--- config.mk ---
export PLATFORM = sky130hd
export DESIGN_NAME = cabac_bin_encoder
export DESIGN_NICKNAME = d
export VERILOG_FILES = /design/src/rtl/cabac_bin_encoder.sv
export SDC_FILE = /design/constraint.sdc
export NUM_CORES = 1
export LEC_CHECK = 0
export CAP_MARGIN = 20
export CORE_ASPECT_RATIO = 0.6
export CORE_MARGIN = 3
export CORE_UTILIZATION = 35
export DETAILED_ROUTE_END_ITERATION = 10
export GPL_TIMING_DRIVEN = 1
export PLACE_DENSITY = 0.53
export SLEW_MARGIN = 20
export SYNTH_ARGS = -nofsm -noshare
export SYNTH_HDL_FRONTEND = slang
export SYNTH_SLANG_ARGS = --single-unit
--- constraint.sdc ---
create_clock -name clk -period 14.4 [get_ports clk]
set_input_delay 2.16 -clock clk [delete_from_list [all_inputs] [get_ports clk]]
set_output_delay 2.16 -clock clk [all_outputs]
set_load 0.05 [all_outputs]
--- src/rtl/cabac_bin_encoder.sv ---
// CABAC binary arithmetic encoder: context/bypass bins in, arithmetic-coded bytes out.
// Optional macro BYPASS2_EN: a bypass beat with n_bin=1 encodes two bins in one cycle.
module cabac_bin_encoder #(
  parameter int BUF_CNT_W = 16
) (
  input  logic       clk,
  input  logic       reset,
  input  logic       bin_valid,
  output logic       bin_ready,
  input  logic [1:0] bin_val,
  input  logic       bypass,
  input  logic       n_bin,
  input  logic [7:0] pState_in,
  input  logic       flush,
  output logic       flush_done,
  output logic [7:0] data,
  output logic       data_valid,
  input  logic       data_ready,
  output logic       overflow
);

  typedef enum logic [2:0] {IDLE, EMIT, FL_CARRY, FL_EMIT, FL_TAIL, DONE} state_t;
  localparam logic [BUF_CNT_W-1:0] BUF_ONE = 1;

  state_t state, state_nxt;
  logic [31:0] low;
  logic [8:0]  range;
  logic [5:0]  bits_left;
  logic [BUF_CNT_W-1:0] num_buf, rep_cnt;
  logic [7:0]  buf_byte, rep_byte;

  function automatic logic [7:0] lps_calc(input logic [7:0] pst, input logic [3:0] rng_hi);
    logic [4:0] q5;
    logic [8:0] prod;
    q5   = pst[7] ? ~pst[6:2] : pst[6:2];
    prod = {4'd0, q5} * {5'd0, rng_hi};
    return 8'(prod >> 1) + 8'd4;
  endfunction

  // n = 8 - floor(log2(lps)); lps is never below 4
  function automatic logic [2:0] renorm_shift(input logic [7:0] lps);
    casez (lps)
      8'b1???????: return 3'd1;
      8'b01??????: return 3'd2;
      8'b001?????: return 3'd3;
      8'b0001????: return 3'd4;
      8'b00001???: return 3'd5;
      default:     return 3'd6;
    endcase
  endfunction

  logic [31:0] low_b, low_w, lead, r32, tv;
  logic [8:0]  range_b, rng_m;
  logic [5:0]  bl_b, bl_w, k;
  logic [7:0]  lps, bb_w, q_first, q_rep;
  logic [2:0]  sh;
  logic [BUF_CNT_W-1:0] nb_w, q_cnt;
  logic        queue, ovf_set, fl_carry, tail_two;
  logic [15:0] tail16;

  // bin arithmetic followed by writeOut, all within the accepting cycle
  always_comb begin
    r32     = {23'd0, range};
    lps     = lps_calc(pState_in, range[8:5]);
    rng_m   = range - {1'b0, lps};
    sh      = renorm_shift(lps);
    low_b   = low;
    range_b = range;
    bl_b    = bits_left;
    if (bypass) begin
      low_b = (low << 1) + (bin_val[0] ? r32 : 32'd0);
      bl_b  = bits_left - 6'd1;
`ifdef BYPASS2_EN
      if (n_bin) begin
        low_b = (low << 2) + (bin_val[1] ? (r32 << 1) : 32'd0) + (bin_val[0] ? r32 : 32'd0);
        bl_b  = bits_left - 6'd2;
      end
`endif
    end else if (bin_val[0] != pState_in[7]) begin
      low_b   = (low + {23'd0, rng_m}) << sh;
      range_b = {1'b0, lps} << sh;
      bl_b    = bits_left - {3'd0, sh};
    end else if (rng_m < 9'd256) begin
      low_b   = low << 1;
      range_b = rng_m << 1;
      bl_b    = bits_left - 6'd1;
    end else begin
      range_b = rng_m;
    end

    lead    = low_b >> (6'd24 - bl_b);
    low_w   = low_b;
    bl_w    = bl_b;
    nb_w    = num_buf;
    bb_w    = buf_byte;
    ovf_set = 1'b0;
    queue   = 1'b0;
    q_first = buf_byte + {7'd0, lead[8]};
    q_rep   = lead[8] ? 8'h00 : 8'hFF;
    q_cnt   = num_buf - BUF_ONE;
    if (bl_b < 6'd12) begin
      bl_w  = bl_b + 6'd8;
      low_w = low_b & (32'hFFFF_FFFF >> bl_w);
      if (lead == 32'h0000_00FF) begin
        if (&num_buf) ovf_set = 1'b1;
        else          nb_w = num_buf + BUF_ONE;
      end else begin
        queue = (num_buf != '0);
        bb_w  = lead[7:0];
        nb_w  = BUF_ONE;
      end
    end

    fl_carry = (low >> (6'd32 - bits_left)) != 32'd0;
    k        = 6'd24 - bits_left;
    tv       = (((low >> 8) & ((32'd1 << k) - 32'd1)) << 1) | 32'd1;
    tail16   = 16'(tv << (6'd15 - k));
    tail_two = (k >= 6'd8);
  end

  always_ff @(posedge clk or negedge reset) begin
    if (!reset) state <= IDLE;
    else        state <= state_nxt;
  end

  always_comb begin
    state_nxt  = state;
    bin_ready  = 1'b0;
    flush_done = 1'b0;
    data_valid = 1'b0;
    case (state)
      IDLE: begin
        bin_ready = reset;
        if (flush)                  state_nxt = FL_CARRY;
        else if (bin_valid && queue) state_nxt = EMIT;
      end
      EMIT: begin
        data_valid = 1'b1;
        if (data_ready && rep_cnt == '0) state_nxt = IDLE;
      end
      FL_CARRY: state_nxt = (fl_carry || num_buf != '0) ? FL_EMIT : FL_TAIL;
      FL_EMIT: begin
        data_valid = 1'b1;
        if (data_ready && rep_cnt == '0) state_nxt = FL_TAIL;
      end
      FL_TAIL: begin
        data_valid = 1'b1;
        if (data_ready && rep_cnt == '0) state_nxt = DONE;
      end
      DONE: begin
        flush_done = 1'b1;
        state_nxt  = IDLE;
      end
      default: state_nxt = IDLE;
    endcase
  end

  always_ff @(posedge clk or negedge reset) begin
    if (!reset) begin
      low <= '0; range <= 9'd510; bits_left <= 6'd23;
      num_buf <= '0; buf_byte <= 8'hFF; overflow <= 1'b0;
      data <= '0; rep_byte <= '0; rep_cnt <= '0;
    end else begin
      case (state)
        IDLE: if (!flush && bin_valid) begin
          low <= low_w; range <= range_b; bits_left <= bl_w;
          num_buf <= nb_w; buf_byte <= bb_w;
          if (ovf_set) overflow <= 1'b1;
          if (queue) begin
            data <= q_first; rep_byte <= q_rep; rep_cnt <= q_cnt;
          end
        end
        EMIT, FL_EMIT, FL_TAIL: if (data_ready) begin
          if (rep_cnt != '0) begin
            data <= rep_byte; rep_cnt <= rep_cnt - BUF_ONE;
          end else if (state == FL_EMIT) begin
            data <= tail16[15:8]; rep_byte <= tail16[7:0]; rep_cnt <= tail_two ? BUF_ONE : '0;
          end
        end
        FL_CARRY: begin
          if (fl_carry) begin
            data <= buf_byte + 8'd1; rep_byte <= 8'h00;
            rep_cnt <= (num_buf == '0) ? '0 : num_buf - BUF_ONE;
            low <= low - (32'd1 << (6'd32 - bits_left));
          end else if (num_buf != '0) begin
            data <= buf_byte; rep_byte <= 8'hFF; rep_cnt <= num_buf - BUF_ONE;
          end else begin
            data <= tail16[15:8]; rep_byte <= tail16[7:0]; rep_cnt <= tail_two ? BUF_ONE : '0;
          end
        end
        DONE: begin
          low <= '0; range <= 9'd510; bits_left <= 6'd23;
          num_buf <= '0; buf_byte <= 8'hFF;
        end
        default: ;
      endcase
    end
  end

endmodule

==> results.json <==
{
  "period_needed_ns": 13.74,
  "syn_inst": 2768,
  "root_buffer": "clkbuf_16",
  "cts_sinks": 107,
  "yosys_warnings": 0,
  "worstSetupPathType": "in -> reg",
  "path_clk_slew_ns": 0.09,
  "grt_pass1_vias": 20800,
  "rows": 66,
  "clock_latency_ns": 0.39,
  "cp_num_buf_inv": 6,
  "rrSetupSlack_ns": 2.50,
  "reg2reg_from": "range[7]",
  "hp-start": "data[5]",
  "max_stage_delay_ns": 0.63,
  "report.final.slew_viol_count": 0,
  "syn-num-nets": 2889,
  "area_delta_synth_final_pct": 7.21,
  "synth_top_area_share_pct": 11.1,
  "reg2reg_depth": 40,
  "crit_slowest_cell": "o311ai_1",
  "ys_seq_elements": 107,
  "async_flop_share_pct": 100,
  "dr.pass1.iters": 8,
  "timing.rr.end": "data[6]",
  "cts.path.max_buffers": 2,
  "hold_path_class": "reg -> reg",
  "via_per_inst": 6.56,
  "worst-path-max-fanout": 11,
  "ys_seq_area_share_pct": 13.8,
  "htreeDepth": 3,
  "hpwl_um": 69100,
  "io_buffers": 24,
  "setup_viol": 0,
  "drt_wl_total_um": 89200,
  "drc_errors": 0,
  "synth_edf_count": 0,
  "fin_nets": 2816,
  "synth_area_leaders": "dfrtp_1, ha_1, nand2_1",
  "antenna_found_initial": 2,
  "hold_path_end": "data[5]",
  "vias": 22600,
  "design_area_mm2": 0.0210,
  "status": "complete, no violations",
  "synth_top_flop_cell": "dfrtp_1",
  "holdPathStages": 1,
  "fmax_mhz": 72.8,
  "dpl_cell_area_mm2": 0.0207,
  "rsz0062_at_grt": "false",
  "syn_area_mm2": 0.0196,
  "fp.dieH_um": 189,
  "drive_above_1_share_pct": 10.3,
  "grt_max_degree": 65,
  "worstMarginPinSlew_ns": 1.23,
  "synth.distinct_cells": 125,
  "slew_headroom_pct": 18.2,
  "ctsResizeCount": 0,
  "gp_congestion": 1.01,
  "fp.coreArea_mm2": 0.0548,
  "arrival_ns": 14.01,
  "dieArea_mm2": 0.0590,
  "cap_violations": 0,
  "pin_count": 29,
  "cts_hold_repair.buffers": 0,
  "startpoint_type": "input pin",
  "avgSynthCellArea_um2": 7.09,
  "synth_top_area_cell": "dfrtp_1",
  "initial_core_util_pct": 35.8,
  "finalSetupTns_ns": 0,
  "cts_buffers": 9,
  "critPathTopFamily": "compound AO/OA/AOI/OAI gates",
  "grt_usage_pct": 29.5,
  "clock_skew_ns": 0.0141,
  "worstPathRequired_ns": 14.67,
  "cts_tree": "built",
  "die_w_um": 312,
  "endpoint_kind": "flop",
  "drtIter0Drc": 3191,
  "finalCritPeriodShare_pct": 95.4,
  "postCtsSetupBuffers": 0,
  "grt_pass1_wl_um": 135000,
  "drt-wirelength-per-cell_um": 25.9,
  "ant_nets": 0,
  "overflow": 0,
  "hold_violations": 0,
  "n_antenna_cell": 0,
  "fin_hold_ws_ns": 0.494
}
[placed cells by master (no fill, tap or decap), types with 20 or more instances in the layout]
master,count
a211oi_1,37
a21o_1,36
a21oi_1,194
a31oi_1,38
and2_1,62
and3_1,43
buf_4,111
clkdlybuf4s50_1,22
dfrtp_1,87
dfstp_2,20
ha_1,92
inv_1,85
mux2_2,20
mux2i_1,78
nand2_1,273
nand2b_1,20
nand3_1,158
nand4_1,49
nor2_1,270
nor2b_1,23
nor3_1,84
o211ai_1,39
o21ai_0,151
o22ai_1,34
or2_2,21
or3_1,27
xnor2_1,83
xor2_1,49
[synth_stat cells (15+ instances only)]
master and instances:
a211oi_1 37, a21o_1 37, a21oi_1 195, a31oi_1 38, a32oi_1 17, and2_1 61
and3_1 43, buf_1 23, buf_2 26, clkbuf_1 153, dfrtp_1 87, dfstp_2 20
ha_1 93, inv_1 85, mux2_2 20, mux2i_1 78, nand2_1 273, nand2b_1 20
nand3_1 158, nand4_1 49, nor2_1 270, nor2b_1 23, nor3_1 85, o2111ai_1 19
o211a_1 19, o211ai_1 39, o21a_1 19, o21ai_0 151, o22ai_1 34, o2bb2ai_1 16
o31ai_1 15, or2_2 21, or3_1 27, xnor2_1 86, xor2_1 51
[per-layer routing]
metal | up-vias | wire [µm] | track usage [%]
met5 | - | 13 | 0
met4 | 2 | 984 | 4.72
met3 | 79 | 12600 | 10.9
met2 | 1259 | 32000 | 37.5
met1 | 11100 | 43600 | 46.3
li1 | 10200 | - | -
[registers in the layout (all words and copies together) (netlist names)]
signal     flops
bits_left      6
buf_byte       8
data           8
low           32
num_buf       16
overflow       1
range          9
rep_byte       8
rep_cnt       16
state          3
[through the flow]
step | utilization [%] | cells | worst slack, ns
4_1_cts | 38.4 | 3448 | 0.887
5_1_grt | 38.4 | 3448 | 0.0456
2_1_floorplan | - | 2768 | 1.72
3_3_place_gp | 37.9 | 3432 | 0.631
6_report | 38.4 | 3448 | 0.662
3_5_place_dp | 37.9 | 3432 | 0.529
[worst register-to-register path, delay by kind of cell, from the launching register on]
family                     cells  cell delay [ns]
muxes                          4             1.32
xor gates and xnor gates       5             1.37
AOI/OAI and AO/OA             10             3.35
adders and majority gates      7             2.64
and+or+nand+nor               11             2.10
buffers and inverters          3             0.17
DFF                            1             0.84
[layout make-up]
type | count | area (µm²)
Fill cell | 5772 | 33700
Multi-Input combinational cell | 2349 | 15700
Sequential cell | 107 | 2700
Timing Repair Buffer | 134 | 1060
Tap cell | 748 | 936
Inverter | 94 | 358
Clock buffer | 10 | 239
Clock inverter | 6 | 48.8
[cells by family after synthesis]
kind of cell | Yosys count | share of synthesized area, %
buffers and inverters | 312 | 6.62
flip-flops | 107 | 13.8
multiplexers | 108 | 5.89
AND/OR/NAND/NOR | 1118 | 28.0
adder cells (fa/ha/maj) | 104 | 7.05
XOR/XNOR | 141 | 6.56
AO/OA/AOI/OAI | 878 | 32.1
[worst max-delay path by stage]
stage	start	endpoint	slack, ns	cells past startpoint
2_1_floorplan	pState_in[7]	data[6]	1.72	50
3_3_place_gp	pState_in[7]	data[6]	0.63	45
3_5_place_dp	pState_in[7]	data[5]	0.53	41
4_1_cts	pState_in[7]	data[6]	0.89	45
5_1_grt	pState_in[7]	data[6]	0.05	44
6_report	pState_in[7]	data[6]	0.66	43
Power is left out: the tool's default activity adds up to more than one toggle a clock period on the data nets, which glitch-free logic cannot reach.
